$ cat src/rtl/synth_pkg.sv
// Shared types and constants for the synth voice oscillators.
package synth_pkg;

  // Waveform select encoding shared by every oscillator in the voice path.
  typedef enum logic [1:0] {
    SAW_UP   = 2'd0,
    SAW_DOWN = 2'd1,
    TRIANGLE = 2'd2,
    PULSE    = 2'd3
  } wave_mode_e;

  // Pulse duty threshold width; compared against the top phase bits.
  localparam int DUTY_W = 8;

endpackage

$ cat src/rtl/wave_shaper.sv
// Combinational phase-to-sample mapping; shared by the audio oscillator and LFO.
module wave_shaper
  import synth_pkg::*;
#(
  parameter int PHASE_W = 16,
  parameter int OUT_W   = 11
) (
  input  logic [PHASE_W-1:0] phase,
  input  logic [1:0]         mode,
  input  logic [DUTY_W-1:0]  duty,
  output logic [OUT_W-1:0]   sample
);

  logic [OUT_W-1:0]  saw_s;
  logic [OUT_W-1:0]  tri_s;
  logic [DUTY_W-1:0] top_s;
  logic              unused_phase_s;

  // The lowest phase bits only add resolution to the accumulator, not to the output.
  assign unused_phase_s = ^phase;

  assign saw_s = phase[PHASE_W-1 -: OUT_W];
  assign tri_s = phase[PHASE_W-2 -: OUT_W];
  assign top_s = phase[PHASE_W-1 -: DUTY_W];

  // Map the phase to the selected waveform; the triangle folds at the phase MSB.
  always_comb begin
    sample = {OUT_W{1'b0}};
    case (wave_mode_e'(mode))
      SAW_UP:   sample = saw_s;
      SAW_DOWN: sample = ~saw_s;
      TRIANGLE: begin
        if (phase[PHASE_W-1]) begin
          sample = ~tri_s;
        end else begin
          sample = tri_s;
        end
      end
      PULSE: begin
        if (top_s < duty) begin
          sample = {OUT_W{1'b1}};
        end else begin
          sample = {OUT_W{1'b0}};
        end
      end
      default:  sample = {OUT_W{1'b0}};
    endcase
  end

endmodule

$ cat src/rtl/wave_oscillator.sv
// Phase-accumulator oscillator with shadowed controls that only change at a
// waveform cycle boundary (wrap or sync), and a one-clock registered output.
// Requires PHASE_W >= OUT_W+1 and PHASE_W >= 8.
module wave_oscillator
  import synth_pkg::*;
#(
  parameter int PHASE_W = 16,
  parameter int OUT_W   = 11
) (
  input  logic               clk,
  input  logic               rst_n,
  input  logic               sample_en,
  input  logic [PHASE_W-1:0] freq_inc,
  input  logic [1:0]         mode,
  input  logic [DUTY_W-1:0]  duty,
  input  logic               sync,
  output logic [OUT_W-1:0]   out,
  output logic               out_valid,
  output logic               wrap
);

  logic [PHASE_W-1:0] phase_r;
  logic [PHASE_W-1:0] act_inc_r;
  logic [1:0]         act_mode_r;
  logic [DUTY_W-1:0]  act_duty_r;
  logic               smp_pend_r;
  logic               wrap_pend_r;

  logic [PHASE_W:0]   sum_s;
  logic [PHASE_W-1:0] phase_nxt_s;
  logic               wrap_evt_s;
  logic               load_s;
  logic [OUT_W-1:0]   shape_s;

  // Carry out of the accumulator add marks the natural end of a waveform cycle.
  assign sum_s = {1'b0, phase_r} + {1'b0, act_inc_r};

  // Next phase and cycle-boundary event; sync overrides the increment.
  always_comb begin
    phase_nxt_s = sum_s[PHASE_W-1:0];
    wrap_evt_s  = sum_s[PHASE_W];
    if (sync) begin
      phase_nxt_s = {PHASE_W{1'b0}};
      wrap_evt_s  = 1'b1;
    end else begin
      phase_nxt_s = sum_s[PHASE_W-1:0];
      wrap_evt_s  = sum_s[PHASE_W];
    end
    // A zero increment means idle/start-up, so new controls apply at once.
    load_s = wrap_evt_s | (act_inc_r == {PHASE_W{1'b0}});
  end

  // Advance the phase and reload the shadow controls at a cycle boundary.
  always_ff @(posedge clk or negedge rst_n) begin
    if (!rst_n) begin
      phase_r    <= {PHASE_W{1'b0}};
      act_inc_r  <= {PHASE_W{1'b0}};
      act_mode_r <= 2'd0;
      act_duty_r <= {DUTY_W{1'b0}};
    end else if (sample_en) begin
      phase_r <= phase_nxt_s;
      if (load_s) begin
        act_inc_r  <= freq_inc;
        act_mode_r <= mode;
        act_duty_r <= duty;
      end
    end
  end

  // Remember that a sample step happened so the output stage follows one clock later.
  always_ff @(posedge clk or negedge rst_n) begin
    if (!rst_n) begin
      smp_pend_r  <= 1'b0;
      wrap_pend_r <= 1'b0;
    end else begin
      smp_pend_r  <= sample_en;
      wrap_pend_r <= sample_en & wrap_evt_s;
    end
  end

  wave_shaper #(
    .PHASE_W (PHASE_W),
    .OUT_W   (OUT_W)
  ) u_shaper (
    .phase  (phase_r),
    .mode   (act_mode_r),
    .duty   (act_duty_r),
    .sample (shape_s)
  );

  // Register the shaped sample with its strobes; out holds between sample ticks.
  always_ff @(posedge clk or negedge rst_n) begin
    if (!rst_n) begin
      out       <= {OUT_W{1'b0}};
      out_valid <= 1'b0;
      wrap      <= 1'b0;
    end else if (smp_pend_r) begin
      out       <= shape_s;
      out_valid <= 1'b1;
      wrap      <= wrap_pend_r;
    end else begin
      out_valid <= 1'b0;
      wrap      <= 1'b0;
    end
  end

endmodule

$ cat config.mk
export PLATFORM = sky130hd
export DESIGN_NAME = wave_oscillator
export DESIGN_NICKNAME = d
export VERILOG_FILES = /design/src/rtl/synth_pkg.sv /design/src/rtl/wave_shaper.sv /design/src/rtl/wave_oscillator.sv
export SDC_FILE = /design/constraint.sdc
export NUM_CORES = 1
export LEC_CHECK = 0
export ABC_CLOCK_PERIOD_IN_PS = 2800
export CORE_ASPECT_RATIO = 1.5
export CORE_MARGIN = 4
export CORE_UTILIZATION = 56
export DETAILED_ROUTE_END_ITERATION = 6
export PLACE_DENSITY = 0.89
export SLEW_MARGIN = 20
export SYNTH_ARGS = -nofsm -noshare
export SYNTH_HDL_FRONTEND = slang
export SYNTH_SLANG_ARGS = --single-unit
$ cat constraint.sdc
create_clock -name clk -period 2.8 [get_ports clk]
set_input_delay 0.28 -clock clk [delete_from_list [all_inputs] [get_ports clk]]
set_output_delay 0.28 -clock clk [all_outputs]
set_load 0.05 [all_outputs]
# Word level (Yosys, flattened, before mapping)
# Cells that the tools add are included.
[op_classes] addsub=1 n_lt_le_gt_ge=1 n_eq_ne=3 mux=7 n_bitwise=4 reduce_logical=3
[op_table] operator="$pmux W11 S4" n=1
[op_table] operator="$mux W11" n=2
[op_table] operator="$not A11 Y11" n=2
[op_table] operator="$add A16 B16 Y17" n=1
[op_table] operator="$logic_not A16 Y1" n=1
[op_table] operator="$mux W16" n=1
[op_table] operator="$lt A8 B8 Y1" n=1
[op_table] operator="$eq A2 B2 Y1 const B" n=2
[op_table] operator="$mux W1" n=3
[op_table] operator="$eq A2 B1 Y1 const B" n=1
[op_table] operator="$logic_not A2 Y1" n=1
[op_table] operator="$reduce_and A2 Y1" n=1
[op_table] operator="$and A1 B1 Y1" n=1
[op_table] operator="$or A1 B1 Y1" n=1
[totals] regBits=57 output_inout_bits=13

# Longest topological paths before layout
[logic_depth] ltp_word=4 mapped_depth=9 depth_no_buf=8

# Modules after synthesis
# Synthesis repeated with hierarchy kept, for this count alone.
[unflattened] cells_unflattened=347 hier_area_um2=3595.9
[modules_own_cells] module="wave_oscillator" n_inst=1 cells_per_inst=248 area_each_um2=2995.4 seq_area_each_um2=1426.4
[modules_own_cells] module="wave_shaper" n_inst=1 cells_per_inst=99 area_each_um2=600.6 seq_area_each_um2=0.0

# Least setup slack after synthesis
# OpenSTA, ideal clock, no wires.
[synth_path] path_kind="reg-to-reg" start="register phase_r[0]" end="register act_duty_r[0]" arrival_ns=2.332 required_time_ns=2.675 slack_ns=0.343 stages_incl_launch_ff=10 path_buffers=1 synth_period_minus_slack_ns=2.457 path_cell_list="dfrtp_1 -> ha_1 -> fa_1 -> a211oi_2 -> nor4_1 -> o211ai_1 -> o221a_4 -> o21ai_4 -> buf_6 -> mux2_4"
[synth_between] elab_chain_len=4
[synth_rtl] element="from (decl)" line_no="wave_oscillator.sv:22" source="logic [PHASE_W-1:0] phase_r;"
[synth_rtl] element="from (signal assigned)" line_no="wave_oscillator.sv:56" source="phase_r <= {PHASE_W{1'b0}};"
[synth_rtl] element="from (signal assigned)" line_no="wave_oscillator.sv:61" source="phase_r <= phase_nxt_s;"
[synth_rtl] element="$add A16 B16 Y17" line_no="wave_oscillator.sv:36" source="assign sum_s = {1'b0, phase_r} + {1'b0, act_inc_r};"
[synth_rtl] element="$mux W1" line_no="wave_oscillator.sv:42" source="if (sync) begin"
[synth_rtl] element="$or A1 B1 Y1" line_no="wave_oscillator.sv:50" source="load_s = wrap_evt_s | (act_inc_r == {PHASE_W{1'b0}});"
[synth_rtl] element="$reduce_and A2 Y1 (no line)"
[synth_rtl] element="to (signal assigned)" line_no="wave_oscillator.sv:59" source="act_duty_r <= {DUTY_W{1'b0}};"
[synth_rtl] element="to (signal assigned)" line_no="wave_oscillator.sv:65" source="act_duty_r <= duty;"
[synth_rtl] element="to (decl)" line_no="wave_oscillator.sv:25" source="logic [DUTY_W-1:0] act_duty_r;"
# No other way between the ends.
# A chain may end at the register's enable or synchronous reset.

# Worst setup path in the final report
[layout_path] start="register act_inc_r[0]" end="register act_inc_r[8]"
[layout_between] elab_chain_len=4 word_cells_on_any_way=5 classes_between="add/sub: 1; mux: 1; bitwise: 1; reduce/logical: 2"
[layout_rtl] element="from (decl)" line_no="wave_oscillator.sv:23" source="logic [PHASE_W-1:0] act_inc_r;"
[layout_rtl] element="from (signal assigned)" line_no="wave_oscillator.sv:57" source="act_inc_r <= {PHASE_W{1'b0}};"
[layout_rtl] element="from (signal assigned)" line_no="wave_oscillator.sv:63" source="act_inc_r <= freq_inc;"
[layout_rtl] element="$add A16 B16 Y17" line_no="wave_oscillator.sv:36"
[layout_rtl] element="$mux W1" line_no="wave_oscillator.sv:42"
[layout_rtl] element="$or A1 B1 Y1 (*)" line_no="wave_oscillator.sv:50"
[layout_rtl] element="$reduce_and A2 Y1 (no line) (*)"
# Mark *: on every way between the ends. The rest lies on a longest branch, timed or not.

==> results list <==
* Critical path fanouts, max: 12
- Horizontal extent of the die: a little over 70 um
* Antenna cell count: 0
* Clock period minus worst slack: 2.65 ns
- Critical-path cell with the highest stage delay: sky130_fd_sc_hd__fa_1
- Fraction of final layout cells sized beyond drive strength 1: between 10 and 15%
- The die is just over 100 um tall.
- The critical path starts at act_inc_r[0].
- Setup violations remaining at the end of the flow were counted as 0.
- The critical path goes through ha_1 > fa_1 > a211oi_2 > nor4_1 > o211ai_1 > o221a_4 > o21ai_4 > buf_4 > mux2_4.
* CTS tree: done
- For this design the total switching power over the nets is roughly 2.3 mW.
- Summed over all layers, the global routing overflow is 0.
- Total number of H-tree levels: 3
* # nets final: about 440
- GRT Overall Usage: 22.6%
- Yosys warning count: 0
* Arrival time at the worst endpoint: around 2.9 ns
- The first global-routing pass estimated approximately 13000 um of wire.
- Hold Path Class: in -> async
- The initial antenna violation count is 0.
- Top cells by area, synth: sky130_fd_sc_hd__dfrtp_1, sky130_fd_sc_hd__ha_1, sky130_fd_sc_hd__mux2_4, sky130_fd_sc_hd__xnor2_1, sky130_fd_sc_hd__nor2_1
* First drt pass iteration count: 5
- Share of power burned in registers: 28.0%
- Static timing analysis puts the maximum clock frequency at between 300 and 400 MHz.
- Area added between synthesis and finish: 23.2%
- The worst setup path is launched from a flop.
* Starting density of the core: about three fifths
* Final routed wirelength across all metal layers: 7780 um
- Share of async-settable or async-resettable flops after synthesis: between 90% and 100%
- Together, buffers and inverters on the worst path number 1.
- The worst register-to-register path begins at act_inc_r[0].
- Largest net degree at the start of global routing: 40
- Top-level I/O count: 43
- The run finished with clean final reports.
* Pin slew with the least headroom to its limit: between 0.4 and 0.5 ns
- Clock root cell: sky130_fd_sc_hd__clkbuf_8
- Vias in the first global route: 2791
- The number of clock buffers added by TritonCTS is 9.
* Critical path endpoint category: flop
- The synthesized netlist occupies a cell area of roughly 3400 sq um.
- WL/cell: about 17 um
- Post-CTS setup buffers: 0
- Of the total power, the share spent switching nets is a little over two fifths.
- Internal power comes to around 3.1 mW.
* RSZ-0062 raised after global routing: false
- The critical path in this run is classified as reg -> reg.
* Remaining design rule violation count: 0
- Post-synthesis net count: around 390
- Measured against its own limit, the worst slew margin works out to about 67%.
- In this run the biggest area consumer among cell types represents 41.9% of the synthesized area.
- Data on the critical path is required at its endpoint by 3.02 ns.
- The first routing iteration left 250 violations.
- Residual antenna-violating net count after detailed routing: 0
- Period Utilization, post-route: a little over nine tenths
* Cell count after synthesis: between 300 and 400
- Counting every sink on the clock net gives 57.
- Power density over the cells: around 1300 nW/um^2
- In this run, the clock network consumes between 15 and 20% of the power.
- Final sum of negative setup slack: 0 ns
- Delay-heaviest family, CP: compound AO/OA/AOI/OAI gates
- The hold violation total from the final report was 0.
- Vias post-DR: roughly 2800
- Number of gates resized after CTS: 0
* Vias per inst: around 6.0
- Sequential cell area fraction in the yosys report: approximately two fifths
* Number of distinct standard cells referenced by the synthesized netlist: 50
- Flops & latches, synth: 57
- Buffers placed on the I/O ports in this run total 42.
* Skew-Pair Late Insertion Delay: 0.35 ns
- Combinational cells account for a little over half of the total power.
* Commonest register cell after synthesis: sky130_fd_sc_hd__dfrtp_1
* Final clock skew: slightly above 0.009 ns
* Leak Pwr: 1.86 nW
- Across the VDD grid, the largest voltage drop is between 700 and 800 uV.
- Largest buffer count on any clock path: 2
- The synthesized design contains 0 enable-type register cells.
- The congestion estimate from routability-driven global placement came to ~0.92.
- Reg2reg setup slack: approximately 0.15 ns
- Syn Area/Cell: 10.3 sq um
* Die Outline Area: 7420 sq um
- Maxcap violations: 0
* Final Max Slew Viols: 0
* HPWL after DPL: roughly 5700 um
- Crit-path max cell delay: approximately 0.44 ns
- The core region is 5870 sq um.
- Clock-pin slew was measured on the worst setup and hold paths at approximately 0.060 ns.
* Cell type contributing the most total cell area after synthesis: sky130_fd_sc_hd__dfrtp_1
- The floorplan has 34 rows.
- Total Power Consumption: between 5 and 6 mW
- Post-CTS Hold Fix Bufs: 1
## cell usage after synthesis (all sizes together), types with 2 or more instances
library cell,n
a211oi,4
a21o,3
a21oi,21
a22o,12
a31oi,11
a32o,2
buf,6
clkbuf,11
dfrtp,57
ha,23
inv,18
mux2,21
nand2,17
nand2b,2
nand3,8
nand3b,2
nor2,34
nor3,2
nor4,4
o211ai,3
o21ai,12
o221ai,3
o22ai,13
o31ai,3
o41ai,2
or3,3
xnor2,17
xor2,4
## metrics by stage
stage | cell area, sq um | util, % | instances | hold WS [ns] | worst slack (ns)
after floorplan | 3410 | - | 332 | -0.0156 | 0.343
after global placement | 3940 | 67.2 | 443 | 0.225 | 0.261
after detailed placement | 3940 | 67.2 | 443 | 0.239 | 0.195
after CTS | 4200 | 71.5 | 460 | 0.400 | 0.153
after global routing | 4200 | 71.5 | 460 | 0.449 | 0.0105
final | 4200 | 71.5 | 460 | 0.405 | 0.155
## state kept, by name (all words and copies together), names as in the netlist
register	cells
out	11
act_inc_r	16
act_mode_r	2
out_valid	1
wrap_pend_r	1
phase_r	16
wrap	1
smp_pend_r	1
act_duty_r	8
## per-layer routing
layer  wire length [um]  vias to the layer above  global-route usage [%]
met5                  0                        -                       0
met4                174                        0                    9.54
met1               3060                     1337                    26.8
li1                   -                     1324                       -
met2               4150                      101                    37.8
met3                400                       17                    5.91
## cell families after synthesis
kind of cell	synth area share, %
AO/OA/AOI/OAI	20.4
XOR/XNOR	5.40
adder cells (fa/ha/maj)	9.03
buffers and inverters	4.55
flip-flops	41.9
multiplexers	8.59
AND/OR/NAND/NOR	10.2
## layout by cell type, fill, tap and decap left out, drive strengths merged, types with 2 or more instances in the layout
master         synthesis  routed
dfrtp                 57      57
clkdlybuf4s50          0      41
nor2                  34      34
ha                    23      23
a21oi                 21      21
mux2                  21      21
inv                   18      18
nand2                 17      17
xnor2                 17      17
buf                    6      15
o22ai                 13      13
a22o                  12      12
o21ai                 12      12
a31oi                 11      11
clkbuf                11      11
nand3                  8       8
nor4                   4       4
xor2                   4       4
a211oi                 4       4
or3                    3       3
o211ai                 3       3
a21o                   3       3
o31ai                  3       3
bufinv                 0       3
o221ai                 3       3
nor3                   2       2
nand2b                 2       2
a32o                   2       2
nand3b                 2       2
o41ai                  2       2
## worst paths after layout
check,to,depth (start not counted)
max,act_inc_r[8],9
min,act_inc_r[2],2
max reg2reg,act_inc_r[8],9
min reg2reg,wrap,1
max in group asynchronous,phase_r[15],3
min in group clk,wrap,1
## power groups by stage
| stage | registers, mW | clock network [mW] | logic [mW] |
|---|---|---|---|
| final | 1.53 | 0.947 | 2.99 |
| after global routing | 1.58 | 0.988 | 3.27 |
| after CTS | 1.52 | 0.958 | 2.97 |
| after detailed placement | 1.54 | 0 | 2.94 |
| after global placement | 1.52 | 0 | 2.81 |
| after floorplan | 1.72 | 0 | 2.02 |
## cell type report
class	instances	area, sq um
Inverter	18	67.6
Fill cell	398	1670
Sequential cell	57	1430
Clock buffer	11	141
Timing Repair Buffer	57	543
Clock inverter	5	103
Tap cell	72	90.1
Multi-Input combinational cell	240	1830
(Power assumes the default switching activity.)
